**config.mk**
```make
export PLATFORM = sky130hd
export DESIGN_NAME = commit_trace_unit_flat
export DESIGN_NICKNAME = d
export VERILOG_FILES = /design/src/rtl/trace_pkg.sv /design/src/rtl/commit_trace_unit_if.sv /design/src/rtl/trace_fifo.sv /design/src/rtl/commit_trace_unit.sv /design/src/flat_wrapper.sv
export SDC_FILE = /design/constraint.sdc
export NUM_CORES = 1
export LEC_CHECK = 0
export CAP_MARGIN = 20
export CORE_ASPECT_RATIO = 0.7
export CORE_MARGIN = 2
export CORE_UTILIZATION = 45
export CTS_CLUSTER_DIAMETER = 50
export DETAILED_ROUTE_END_ITERATION = 16
export GPL_ROUTABILITY_DRIVEN = 0
export GPL_TIMING_DRIVEN = 0
export SETUP_SLACK_MARGIN = 0.05
export SYNTH_ARGS = -nofsm -noshare
export SYNTH_HDL_FRONTEND = slang
export SYNTH_SLANG_ARGS = --single-unit
```
**constraint.sdc**
```tcl
create_clock -name clk_i -period 15.8 [get_ports clk_i]
set_clock_uncertainty 0.05 [all_clocks]
set_input_delay 2.37 -clock clk_i [delete_from_list [all_inputs] [get_ports clk_i]]
set_output_delay 2.37 -clock clk_i [all_outputs]
set_load 0.01 [all_outputs]
```
**src/rtl/trace_pkg.sv**
```systemverilog
// ---------------------------------------------------------------------------
// trace_pkg
// Shared definitions for the commit trace unit:
//   XLEN_DEF       default pc / instruction width
//   HALT_INST_DEF  default encoding of the program-end instruction
//   NOP_INST       canonical RISC-V nop (addi x0, x0, 0)
//   trace_rec_t    one trace record {pc, inst, seq}
//   ptr_width()    pointer width for a circular buffer with a wrap bit
// ---------------------------------------------------------------------------
package trace_pkg;

  localparam int          XLEN_DEF      = 32;
  localparam logic [31:0] HALT_INST_DEF = 32'h0000_0000;
  localparam logic [31:0] NOP_INST      = 32'h0000_0013;

  typedef struct packed {
    logic [XLEN_DEF-1:0] pc;
    logic [XLEN_DEF-1:0] inst;
    logic [31:0]         seq;
  } trace_rec_t;

  // Index bits plus one extra wrap bit so full and empty are distinguishable.
  function automatic int ptr_width(input int depth);
    return $clog2(depth) + 1;
  endfunction

endpackage

```
**src/rtl/commit_trace_unit_if.sv**
```systemverilog
// ---------------------------------------------------------------------------
// commit_trace_unit_if
// Valid/ready trace record bus between the trace unit and its consumer.
//   trace_valid_o  record available (driven by master)
//   trace_ready_i  consumer accepts record (driven by slave)
//   trace_pc_o     retired pc
//   trace_inst_o   retired instruction
//   trace_seq_o    retire sequence number
// ---------------------------------------------------------------------------
interface commit_trace_unit_if #(
  parameter int XLEN = 32
);

  logic            trace_valid_o;
  logic            trace_ready_i;
  logic [XLEN-1:0] trace_pc_o;
  logic [XLEN-1:0] trace_inst_o;
  logic [31:0]     trace_seq_o;

  modport master (
    output trace_valid_o,
    output trace_pc_o,
    output trace_inst_o,
    output trace_seq_o,
    input  trace_ready_i
  );

  modport slave (
    input  trace_valid_o,
    input  trace_pc_o,
    input  trace_inst_o,
    input  trace_seq_o,
    output trace_ready_i
  );

endinterface

```
**src/rtl/trace_fifo.sv**
```systemverilog
// ---------------------------------------------------------------------------
// trace_fifo
// Synchronous circular-buffer FIFO with a wrap-bit pointer scheme.
//   clk_i, rst_i   clock, synchronous active-high reset
//   push_i         write data_i (accepted when not full, or when popping)
//   pop_i          consumer ready; pops the head when not empty
//   data_i         write data
//   full_o         all entries occupied
//   empty_o        no entries
//   data_o         head entry, zero while empty
// A push and a pop in the same cycle are both honoured even when full,
// so a full FIFO being drained at the same rate never loses a record.
// ---------------------------------------------------------------------------
module trace_fifo
  import trace_pkg::*;
#(
  parameter int WIDTH = 96,
  parameter int DEPTH = 8
) (
  input  logic             clk_i,
  input  logic             rst_i,
  input  logic             push_i,
  input  logic             pop_i,
  input  logic [WIDTH-1:0] data_i,
  output logic             full_o,
  output logic             empty_o,
  output logic [WIDTH-1:0] data_o
);

  localparam int PW = ptr_width(DEPTH);
  localparam int AW = PW - 1;

  logic [WIDTH-1:0] r_mem [DEPTH];
  logic [PW-1:0]    r_wr_ptr;
  logic [PW-1:0]    r_rd_ptr;

  logic w_full;
  logic w_empty;
  logic w_pop;
  logic w_push;

  // Same index with opposite wrap bit means the writer lapped the reader.
  assign w_full  = (r_wr_ptr[PW-1] != r_rd_ptr[PW-1]) &&
                   (r_wr_ptr[AW-1:0] == r_rd_ptr[AW-1:0]);
  assign w_empty = (r_wr_ptr == r_rd_ptr);
  assign w_pop   = pop_i & ~w_empty;
  assign w_push  = push_i & (~w_full | w_pop);

  // Pointer update.
  always_ff @(posedge clk_i) begin
    if (rst_i) begin
      r_wr_ptr <= '0;
      r_rd_ptr <= '0;
    end else begin
      if (w_push) begin
        r_wr_ptr <= r_wr_ptr + PW'(1);
      end
      if (w_pop) begin
        r_rd_ptr <= r_rd_ptr + PW'(1);
      end
    end
  end

  // Storage write; contents need no reset because the head is masked when empty.
  always_ff @(posedge clk_i) begin
    if (w_push) begin
      r_mem[r_wr_ptr[AW-1:0]] <= data_i;
    end
  end

  // Head read, forced to zero while empty so an idle bus shows no stale data.
  always_comb begin
    data_o = '0;
    if (w_empty) begin
      data_o = '0;
    end else begin
      data_o = r_mem[r_rd_ptr[AW-1:0]];
    end
  end

  assign full_o  = w_full;
  assign empty_o = w_empty;

endmodule

```
**src/rtl/commit_trace_unit.sv**
```systemverilog
// ---------------------------------------------------------------------------
// commit_trace_unit
// Retire tracer for the pipelined RISC-V CPU. {pc, inst} captured in decode
// ride a shadow pipeline that mirrors the CPU's stall/flush behaviour; each
// valid instruction leaving the last shadow stage is pushed into a trace FIFO.
//   clk_i, rst_i       clock, synchronous active-high reset
//   advance_i          CPU pipeline moves this cycle
//   pc_i, inst_i       instruction in decode
//   bubble_i           decode entry is a bubble
//   flush_i            squash the youngest shadow stage
//   trace_if           valid/ready record bus (master side)
//   stall_req_o        FIFO cannot take a retire this cycle
//   halt_o             sticky: HALT_INST retired
//   overflow_o         sticky: a retire was dropped on a full FIFO
//   retired_count_o    total retires (including dropped ones)
// ---------------------------------------------------------------------------
module commit_trace_unit
  import trace_pkg::*;
#(
  parameter int              XLEN       = XLEN_DEF,
  parameter int              DEPTH      = 2,
  parameter int              FIFO_DEPTH = 8,
  parameter logic [XLEN-1:0] HALT_INST  = XLEN'(HALT_INST_DEF)
) (
  input  logic                       clk_i,
  input  logic                       rst_i,
  input  logic                       advance_i,
  input  logic [XLEN-1:0]            pc_i,
  input  logic [XLEN-1:0]            inst_i,
  input  logic                       bubble_i,
  input  logic                       flush_i,
  commit_trace_unit_if.master        trace_if,
  output logic                       stall_req_o,
  output logic                       halt_o,
  output logic                       overflow_o,
  output logic [31:0]                retired_count_o
);

  localparam int REC_W = 2 * XLEN + 32;

  // Shadow pipeline, index 0 is the youngest (decode capture) stage.
  logic            r_v    [DEPTH];
  logic [XLEN-1:0] r_pc   [DEPTH];
  logic [XLEN-1:0] r_inst [DEPTH];

  logic        r_halt;
  logic        r_overflow;
  logic [31:0] r_count;

  logic             w_full;
  logic             w_empty;
  logic             w_pop;
  logic             w_stall;
  logic             w_retire;
  logic             w_push;
  logic             w_is_halt;
  logic [REC_W-1:0] w_push_rec;
  logic [REC_W-1:0] w_head_rec;

  assign w_pop      = ~w_empty & trace_if.trace_ready_i;
  assign w_stall    = w_full & ~w_pop;
  assign w_retire   = advance_i & r_v[DEPTH-1] & ~r_halt;
  assign w_push     = w_retire & ~w_stall;
  assign w_is_halt  = (r_inst[DEPTH-1] == HALT_INST);
  assign w_push_rec = {r_pc[DEPTH-1], r_inst[DEPTH-1], r_count};

  // Shadow pipeline: shift on advance; a flush during a hold still kills stage 0.
  always_ff @(posedge clk_i) begin
    if (rst_i) begin
      for (int k = 0; k < DEPTH; k++) begin
        r_v[k]    <= 1'b0;
        r_pc[k]   <= '0;
        r_inst[k] <= '0;
      end
    end else if (advance_i) begin
      r_v[0]    <= ~bubble_i & ~flush_i;
      r_pc[0]   <= pc_i;
      r_inst[0] <= inst_i;
      for (int k = 1; k < DEPTH; k++) begin
        r_v[k]    <= r_v[k-1];
        r_pc[k]   <= r_pc[k-1];
        r_inst[k] <= r_inst[k-1];
      end
    end else if (flush_i) begin
      r_v[0] <= 1'b0;
    end
  end

  // Retire bookkeeping: the counter advances even on a dropped record so
  // gaps in the sequence numbers expose the loss.
  always_ff @(posedge clk_i) begin
    if (rst_i) begin
      r_count    <= 32'd0;
      r_halt     <= 1'b0;
      r_overflow <= 1'b0;
    end else begin
      if (w_retire) begin
        r_count <= r_count + 32'd1;
      end
      if (w_retire && w_is_halt) begin
        r_halt <= 1'b1;
      end
      if (w_retire && w_stall) begin
        r_overflow <= 1'b1;
      end
    end
  end

  trace_fifo #(
    .WIDTH (REC_W),
    .DEPTH (FIFO_DEPTH)
  ) u_fifo (
    .clk_i   (clk_i),
    .rst_i   (rst_i),
    .push_i  (w_push),
    .pop_i   (trace_if.trace_ready_i),
    .data_i  (w_push_rec),
    .full_o  (w_full),
    .empty_o (w_empty),
    .data_o  (w_head_rec)
  );

  assign trace_if.trace_valid_o = ~w_empty;
  assign trace_if.trace_pc_o    = w_head_rec[REC_W-1 -: XLEN];
  assign trace_if.trace_inst_o  = w_head_rec[REC_W-1-XLEN -: XLEN];
  assign trace_if.trace_seq_o   = w_head_rec[31:0];

  assign stall_req_o     = w_stall;
  assign halt_o          = r_halt;
  assign overflow_o      = r_overflow;
  assign retired_count_o = r_count;

endmodule
```
**src/flat_wrapper.sv**
```systemverilog
// flat-port wrapper written by rule: the top's interface ports become plain ports
module commit_trace_unit_flat import trace_pkg::*;
#(
  parameter int              XLEN       = XLEN_DEF,
  parameter int              DEPTH      = 2,
  parameter int              FIFO_DEPTH = 8,
  parameter logic [XLEN-1:0] HALT_INST  = XLEN'(HALT_INST_DEF)
)
  (clk_i, rst_i, advance_i, pc_i, inst_i, bubble_i, flush_i, stall_req_o, halt_o, overflow_o, retired_count_o, trace_if_trace_valid_o, trace_if_trace_pc_o, trace_if_trace_inst_o, trace_if_trace_seq_o, trace_if_trace_ready_i);
  commit_trace_unit_if #(.XLEN(XLEN)) trace_if_i ();
  input  logic clk_i;
  input  logic rst_i;
  input  logic advance_i;
  input  logic [XLEN-1:0] pc_i;
  input  logic [XLEN-1:0] inst_i;
  input  logic bubble_i;
  input  logic flush_i;
  output logic stall_req_o;
  output logic halt_o;
  output logic overflow_o;
  output logic [31:0] retired_count_o;
  output wire logic [$bits(trace_if_i.trace_valid_o)-1:0] trace_if_trace_valid_o;
  output wire logic [$bits(trace_if_i.trace_pc_o)-1:0] trace_if_trace_pc_o;
  output wire logic [$bits(trace_if_i.trace_inst_o)-1:0] trace_if_trace_inst_o;
  output wire logic [$bits(trace_if_i.trace_seq_o)-1:0] trace_if_trace_seq_o;
  input wire logic [$bits(trace_if_i.trace_ready_i)-1:0] trace_if_trace_ready_i;
  assign trace_if_trace_valid_o = trace_if_i.trace_valid_o;
  assign trace_if_trace_pc_o = trace_if_i.trace_pc_o;
  assign trace_if_trace_inst_o = trace_if_i.trace_inst_o;
  assign trace_if_trace_seq_o = trace_if_i.trace_seq_o;
  assign trace_if_i.trace_ready_i = trace_if_trace_ready_i;
  commit_trace_unit #(.XLEN(XLEN), .DEPTH(DEPTH), .FIFO_DEPTH(FIFO_DEPTH), .HALT_INST(HALT_INST)) u_core (.clk_i(clk_i), .rst_i(rst_i), .advance_i(advance_i), .pc_i(pc_i), .inst_i(inst_i), .bubble_i(bubble_i), .flush_i(flush_i), .trace_if(trace_if_i), .stall_req_o(stall_req_o), .halt_o(halt_o), .overflow_o(overflow_o), .retired_count_o(retired_count_o));
endmodule
```
-- Word-level counts from Yosys, hierarchy flattened
Memory sizes are Yosys's and may differ from the RTL's. A register that Yosys moved wholly into a read port is not among the register bits.
Index checks and enable logic that the tools add are counted.
- register bits after elaboration: 42
- RAM bits: 898
- input port bits: 70
- output and inout port bits: 132
- word-level logic and storage cells: 62
- memories kept: 4
- add/sub/neg operators: 3
- equality and inequality tests: 3
- multiplexer cells: 21
- bitwise logic cells: 22
- reduce and logical (&&, ||, !) cells: 4
- memories (name ; words ; width ; rd ports ; clocked after Yosys merged registers in ; write ports ; line ; RTL):
    u_core.u_fifo.r_mem ; 8 ; 96 ; 1 ; 1 ; 1 ; trace_fifo.sv:33 ; logic [WIDTH-1:0] r_mem [DEPTH];
    u_core.r_inst ; 2 ; 32 ; 2 ; 0 ; 2 ; commit_trace_unit.sv:44 ; logic [XLEN-1:0] r_inst [DEPTH];
    u_core.r_pc ; 2 ; 32 ; 2 ; 0 ; 2 ; commit_trace_unit.sv:43 ; logic [XLEN-1:0] r_pc [DEPTH];
    u_core.r_v ; 2 ; 1 ; 2 ; 0 ; 2 ; commit_trace_unit.sv:42 ; logic r_v [DEPTH];
- operator list (kind ; number):
    32-bit two-way mux ; 4
    96-bit two-way mux ; 1
    32-bit by 1-bit adder with 32-bit output (second input constant) ; 1
    32-bit zero test ; 1
    1-bit two-way mux ; 14
    4-bit by 1-bit adder with 4-bit output (second input constant) ; 2
    1-bit bitwise OR ; 8
    1-bit bitwise AND ; 7
    1-bit inverter ; 7
    3-bit two-way mux ; 2
    4-bit == test ; 1
    3-bit == test ; 1
    1-bit logical AND ; 3
    1-bit inequality test ; 1

-- Longest topological paths before layout
Gate-level depths: netlist of the first run.
- depth after elaboration: 10
- depth in mapped cells: 7
- mapped depth without buffers: 5

-- Modules after synthesis
Synthesis of the first run repeated with hierarchy kept, for this count alone.
- cell total of the unflattened synthesis: 1764
- area total of the unflattened synthesis: 36084.6 µm²
- modules (own cells, without submodules) (module ; times used ; cells each ; area an instance (µm²)):
    trace_fifo ; 1 ; 1288 ; 29620.9
    commit_trace_unit ; 1 ; 476 ; 6463.7

-- Worst setup path after synthesis of the first run
No wires, ideal clock.
- path kind: in2reg
- from: input port advance_i
- to: memory u_core.u_fifo.r_mem[4][0], enable pin
- arrival time: 12.741 ns
- required time: 14.930 ns
- setup slack: 2.189 ns
- stages: 3
- cells stage by stage: nand3b_2 a21oi_1 nor4b_1
- cells in the longest elaborated chain, start to end: 6
- ends and longest elaborated chain (item ; line ; RTL):
    start: declaration ; flat_wrapper.sv:13 ; input logic advance_i;
    1-bit bitwise AND (2 in a row) ; commit_trace_unit.sv:62 ; assign w_retire = advance_i & r_v[DEPTH-1] & ~r_halt;
    1-bit bitwise AND ; commit_trace_unit.sv:63 ; assign w_push = w_retire & ~w_stall;
    1-bit bitwise AND ; trace_fifo.sv:47 ; assign w_push = push_i & (~w_full | w_pop);
    1-bit two-way mux ; trace_fifo.sv:66 ; if (w_push) begin
    1-bit two-way mux (not written as such) ; trace_fifo.sv:67 ; r_mem[r_wr_ptr[AW-1:0]] <= data_i;
    end: declaration ; trace_fifo.sv:33 ;
Every way passes these cells.

-- Worst setup path in the final report of the first run
- from: register u_core.u_fifo.r_wr_ptr[1]
- to: output port trace_if_trace_inst_o[29]
- cells in the longest elaborated chain, start to end: 2
- ends and longest elaborated chain (item ; line ; RTL):
    start: declaration ; trace_fifo.sv:34 ; logic [PW-1:0] r_wr_ptr;
    start signal: assignment ; trace_fifo.sv:56 ; r_wr_ptr <= r_wr_ptr + PW'(1);
    4-bit == test ; trace_fifo.sv:45 ; assign w_empty = (r_wr_ptr == r_rd_ptr);
    96-bit two-way mux ; trace_fifo.sv:74 ; if (w_empty) begin
    end: declaration ; flat_wrapper.sv:24 ; output wire logic [$bits(trace_if_i.trace_inst_o)-1:0] trace_if_trace_inst_o;
Every way passes these cells.

==> impl_metrics.py, run 1 <==
metrics = {
    "min_path": {
        "hold_path_class": "reg2reg",
        "hold_depth": 1,
        "min_from": "u_core.r_inst[0][11]",
        "whs_endpoint": "u_core.r_inst[0][43]",
    },
    "floorplan": {
        "core_area_um2": 79000,
        "die_h_um": 241,
        "die_x_um": 342,
        "rows": 86,
        "fp.dieArea_um2": 82300,
        "pin_count": 202,
        "start_util": 0.456,
    },
    "global_route": {
        "grt_max_degree": 49,
        "grt_pass1_vias": 18112,
        "grt_util_all_layers": 0.195,
        "grt_pass1_wl_mm": 117,
        "antenna_found_initial": 1,
        "gr-total-overflow": 0,
    },
    "sta": {
        "worstMarginPinSlew_ns": 1.14,
        "grt_setup_unrepaired": "no",
        "fin_ws_ns": 8.91,
        "final-hold-violation-count": 0,
        "clock.fmax_mhz": 145,
        "whs_ns": 0.460,
        "finalSetupViolCount": 0,
        "slew_headroom": 0.237,
        "drv_slew": 0,
        "period_share": 0.436,
        "fin_crit_ns": 6.89,
    },
    "layout": {
        "final_area_um2": 43200,
        "n_fill_cell": 6112,
        "final_common_cell": "edfxtp_1",
        "final_cells": 3228,
        "multi_input_area_um2": 7760,
        "seqCellArea_um2": 27900,
        "layout_common_cells": "edfxtp_1, clkdlybuf4s50_1, mux4_2",
        "finalNetCount": 2168,
        "drive_above_1_share": 0.186,
        "area_growth_pct": 19.9,
    },
    "critical_path": {
        "slowest_delay_ns": 0.77,
        "r2r-end": "u_core.u_fifo.r_mem[4][87]",
        "cp_slowest_cell": "nor4b_1",
        "crit_fanout": 10,
        "crit_type": "reg2out",
        "r2r_start": "u_core.u_fifo.r_wr_ptr[1]",
        "worstSetupStartpoint": "u_core.u_fifo.r_wr_ptr[1]",
        "critPathCaptureType": "output port",
        "path_delay_family": "buffers and inverters",
        "arrival_ns": 4.47,
        "crit_top_cell": "clkbuf_1",
        "crit_chain": "clkbuf_1 > xor2_1 > nor4b_1 > clkbuf_1 > buf_8 > clkbuf_1 > nor2_1 > clkdlybuf4s50_1",
        "reg2reg_depth": 9,
        "reg2reg_slack_ns": 11.91,
        "cp.buffers_inverters": 5,
        "worstPathRequired_ns": 13.38,
        "cp-start-kind": "register",
    },
    "detailed_routing": {
        "first_pass_iters": 6,
        "drt_iter0_drc": 1408,
        "vias": 17743,
        "via_per_inst": 5.50,
        "remaining_drc_errors": 0,
        "routedWlPerCell_um": 24.6,
        "ant_nets": 0,
        "wirelength_mm": 79.4,
    },
    "synth": {
        "synth_top_cells_by_area": "edfxtp_1, mux4_2, mux2i_1, dfxtp_1, and2_1",
        "ys_ff_latch": 943,
        "avgSynthCellArea_um2": 20.5,
        "ys_types": 43,
        "synth_top_area_frac": 0.748,
        "synthFlopType": "edfxtp_1",
        "syn_area_um2": 36000,
        "synth-warning-count": 0,
        "synth_top_area_cell": "edfxtp_1",
        "syn_inst": 1759,
        "synth_seq_area_share": 0.774,
        "async_flop_share": 0,
        "synth_edf_count": 897,
        "syn_nets": 1832,
    },
    "placed_design": {
        "post-place-ws_ns": 9.22,
        "io_buffers": 201,
        "placed_area_um2": 40100,
        "dp_hpwl_mm": 50.0,
        "place_inst": 3058,
    },
    "clock_network": {
        "clockBufferDepth": 3,
        "cts-root-buf": "clkbuf_16",
        "cts_setup_buffers": 0,
        "clk_latency_ns": 0.65,
        "cts_tree": "built",
        "clk_pin_slew_ns": 0.06,
        "h-tree-depth": 3,
        "cts_hold_buf": 0,
        "cts_resized": 0,
        "cts_buffers": 91,
        "clock_sinks": 943,
    },
    "outcome": {
        "status": "completed",
    },
    "power_and_ir_drop": {
        "total_power_mw": 5.31,
        "vdd_drop_max_mv": 0.0932,
        "power_leakage_nw": 13.7,
        "p_per_area_nw_per_um2": 123,
    },
    "run": {
        "maxCapViolations": 0,
    },
}
==> worst max-delay path by stage <==
stage | endpoint | slack (ns) | depth (start not counted)
final | trace_if_trace_inst_o[29] | 8.91 | 8
after global routing | trace_if_trace_inst_o[29] | 8.78 | 8
after CTS | trace_if_trace_inst_o[29] | 8.97 | 8
after detailed placement | stall_req_o | 9.22 | 4
after global placement | u_core.u_fifo.r_mem[4][79] | -9.61 | 4
after floorplan | u_core.u_fifo.r_mem[4][0] | 2.19 | 3
==> layer usage <==
metal	part of all wire	track usage	wire, um
met1	0.45	0.283	35700
met2	0.48	0.310	37700
met3	0.055	0.0306	4330
met4	0.020	0.0516	1550
met5	0	0	0
==> cell type report <==
| cell class | instances | area share |
|---|---|---|
| tap | 1056 | 0.0306 |
| timing repair buffer | 243 | 0.0636 |
| inverter | 10 | 0.000870 |
| sequential | 943 | 0.645 |
| clock buffer | 120 | 0.0589 |
| clock inverter | 48 | 0.0116 |
| buffer | 95 | 0.00919 |
| antenna | 2 | 0.000116 |
| multi-input combinational | 711 | 0.180 |
==> power by group <==
part | total, mW | switching (mW) | internal [mW] | leakage (nW)
registers | 2.80 | 0.0300 | 2.77 | 8.86
clock network | 2.20 | 0.915 | 1.29 | 1.49
logic | 0.306 | 0.154 | 0.152 | 3.34
==> cells in the mapped netlist, types with 2 or more instances <==
master,number
buf_1,14
buf_6,2
and3b_1,2
xor2_1,6
nor3_1,4
dfxtp_1,46
nand4_1,9
mux2_2,4
edfxtp_1,897
ha_1,3
nand2_1,18
a21oi_1,28
nor4b_1,2
nand3_1,9
or3_1,10
nor2b_1,6
and2_1,130
or2_2,2
nor4_1,11
and4b_1,4
buf_2,20
xnor2_1,6
mux2i_1,97
and4_1,3
clkbuf_1,59
mux4_2,192
o21ai_0,11
inv_1,10
and3_1,2
or4_4,2
nor2_1,113
o31ai_1,13
or4_1,14
==> sequential cells by signal, indices dropped and copies added (netlist names), named ones only <==
register / count
u_core.halt_o: 1
u_core.overflow_o: 1
u_core.r_inst: 64
u_core.r_pc: 64
u_core.r_v: 2
u_core.retired_count_o: 32
u_core.u_fifo.r_mem: 768
u_core.u_fifo.r_rd_ptr: 4
u_core.u_fifo.r_wr_ptr: 4
==> cell families (layout without fill, tap and decap cells) <==
family,Yosys count,count (layout),share of synthesized area
xor+xnor,12,12,0.00292
flops,943,943,0.774
other cells,0,2,0
compound gates,57,57,0.00924
mux,294,294,0.149
buf+inv,105,516,0.0121
fa+ha+maj,3,3,0.00104
simple gates,345,345,0.0525
==> through the flow <==
| step | utilization | TNS (ns) |
|---|---|---|
| after floorplan | - | 0 |
| after global placement | 0.498 | -921.70 |
| after detailed placement | 0.508 | 0 |
| after CTS | 0.546 | 0 |
| after global routing | 0.546 | 0 |
| final | 0.547 | 0 |
(Power assumes the default switching activity.)
==> run 2, diff against run 1 <==
--- a/config.mk
+++ b/config.mk
@@ -13,6 +13,7 @@
 export DETAILED_ROUTE_END_ITERATION = 16
 export GPL_ROUTABILITY_DRIVEN = 0
 export GPL_TIMING_DRIVEN = 0
+export PLACE_DENSITY = 0.65
 export SETUP_SLACK_MARGIN = 0.05
 export SYNTH_ARGS = -nofsm -noshare
 export SYNTH_HDL_FRONTEND = slang
==> constraint.sdc (replaced) <==
create_clock -name clk_i -period 6.25 [get_ports clk_i]
set_clock_uncertainty 0.05 [all_clocks]
set_input_delay 0.9375 -clock clk_i [delete_from_list [all_inputs] [get_ports clk_i]]
set_output_delay 0.9375 -clock clk_i [all_outputs]
set_load 0.01 [all_outputs]
==> run 2 against run 1 <==
Net effect:
- sequential power grew to 2.5 times the previous value
- final cell count shrank 0.15%
- flip-flop and latch count is the same
- register-to-register slack lost 9.4 ns
- highest routed layer unchanged
- largest power group unchanged
==> impl_metrics.py, run 2 (synthesis gave the netlist of run 1 again) <==
metrics = {
    "outcome": {
        "status": "completed",
    },
    "layout": {
        "final_util": 0.545,
        "drive_above_1_share": 0.186,
        "largest_register_ffs": 768,
        "area_growth_pct": 19.6,
        "final_common_cell": "edfxtp_1",
        "finalNetCount": 2159,
        "layout_common_cells": "edfxtp_1, clkdlybuf4s50_1, mux4_2",
        "final_area_um2": 43100,
    },
    "sta": {
        "worstMarginPinSlew_ns": 1.10,
        "clock.fmax_mhz": 179,
        "slew_headroom": 0.265,
        "period_share": 0.895,
        "drv_slew": 0,
        "grt_setup_unrepaired": "no",
        "setup_tns_ns": 0,
        "finalSetupViolCount": 0,
        "fin_ws_ns": 0.657,
        "fin_crit_ns": 5.59,
        "final-hold-violation-count": 0,
    },
    "detailed_routing": {
        "wirelength_mm": 80.6,
        "first_pass_iters": 8,
        "ant_nets": 0,
        "drt_iter0_drc": 1705,
        "routedWlPerCell_um": 25.0,
        "remaining_drc_errors": 0,
        "vias": 17895,
        "via_per_inst": 5.55,
    },
    "global_route": {
        "gr-total-overflow": 0,
        "antenna_found_initial": 2,
        "gr-usage-met2": 0.315,
        "grt_pass1_wl_mm": 119,
        "grtUsageMet3": 0.0340,
        "grt_util_all_layers": 0.197,
        "grt_max_degree": 50,
        "met1_usage": 0.286,
        "grt_pass1_vias": 18305,
        "grt_busiest_layer": "met2",
    },
    "clock_network": {
        "cts_tree": "built",
        "cts_buffers": 91,
        "h-tree-depth": 3,
        "clk_pin_slew_ns": 0.06,
        "cts_hold_buf": 0,
        "clock_sinks": 943,
        "cts_resized": 0,
        "cts_setup_buffers": 0,
        "clockBufferDepth": 3,
        "clk_latency_ns": 0.64,
        "cts-root-buf": "clkbuf_16",
    },
    "critical_path": {
        "critPathCaptureType": "output port",
        "crit_type": "reg2out",
        "crit_fanout": 10,
        "arrival_ns": 4.61,
        "cp-start-kind": "register",
        "worstPathRequired_ns": 5.26,
    },
    "power_and_ir_drop": {
        "p_switching_mw": 2.80,
        "seq_power_share": 0.532,
        "power_leakage_nw": 13.6,
        "p_sw_frac": 0.210,
        "power.share.combinational": 0.058,
        "pwr-share-clk": 0.410,
        "intPower_mw": 10.5,
        "p_per_area_nw_per_um2": 309,
        "vdd_drop_max_mv": 0.189,
    },
    "floorplan": {
        "die_h_um": 241,
        "start_util": 0.456,
        "core_area_um2": 79000,
        "rows": 86,
        "pin_count": 202,
        "fp.dieArea_um2": 82300,
        "die_x_um": 342,
    },
    "run": {
        "maxCapViolations": 0,
    },
    "placed_design": {
        "post-place-ws_ns": 1.32,
        "dp_hpwl_mm": 49.9,
        "placed_area_um2": 40100,
        "io_buffers": 201,
    },
    "min_path": {
        "hold_path_class": "reg2reg",
    },
}
==> run 2: critical path: stages (launching register included) <==
cell	delay [ns]
dfxtp_1	0.34
clkbuf_1	0.40
xor2_1	0.17
nor4b_1	0.74
clkbuf_1	0.48
buf_8	0.23
clkbuf_1	0.66
nor2_1	0.34
clkdlybuf4s50_1	0.57
==> run 2: final timing paths <==
check / slack [ns] / cells after the start / to / from
setup reg to reg: 2.54 / 10 / u_core.u_fifo.r_mem[4][81] / u_core.u_fifo.r_wr_ptr[1]
hold reg to reg: 0.46 / 1 / u_core.r_inst[0][49] / u_core.r_inst[0][17]
hold / removal: 0.46 / 1 / u_core.r_inst[0][49] / u_core.r_inst[0][17]
setup / recovery: 0.66 / 8 / trace_if_trace_inst_o[29] / u_core.u_fifo.r_wr_ptr[1]
==> run 2: per-layer routing <==
metal	routed length (um)	share of wire	vias up
met3	5450	0.068	104
li1	-	-	7768
met4	1560	0.019	0
met2	38200	0.47	637
met1	35300	0.44	9386
met5	0	0	-
==> run 2: stage by stage <==
step           std cells  hold WS (ns)  power, mW
5_1_grt             3221         0.481       13.7
2_1_floorplan       1759         0.420       7.60
6_report            3223         0.458       13.3
4_1_cts             3221         0.461       13.4
3_5_place_dp        3049         0.453       8.00
3_3_place_gp        3016         0.442       7.98
==> run 2: cell type report <==
| class | count | area [um2] |
|---|---|---|
| diodes | 2 | 5.00 |
| inverters | 10 | 37.5 |
| fillers | 6041 | 35900 |
| clock inverters | 53 | 484 |
| repair buffers | 234 | 2690 |
| clock buffers | 119 | 2490 |
| multi-input cells | 711 | 7770 |
| plain buffers | 95 | 397 |
| flip-flops and latches | 943 | 27900 |
| well taps | 1056 | 1320 |
==> run 2: power groups by stage <==
stage               clock [mW]  combinational (mW)  sequential, mW
floorplan                    0               0.423            7.18
global placement             0               0.768            7.21
finish                    5.45               0.774            7.08
global route              5.81               0.833            7.09
detailed placement           0               0.791            7.21
CTS                       5.57               0.794            7.08
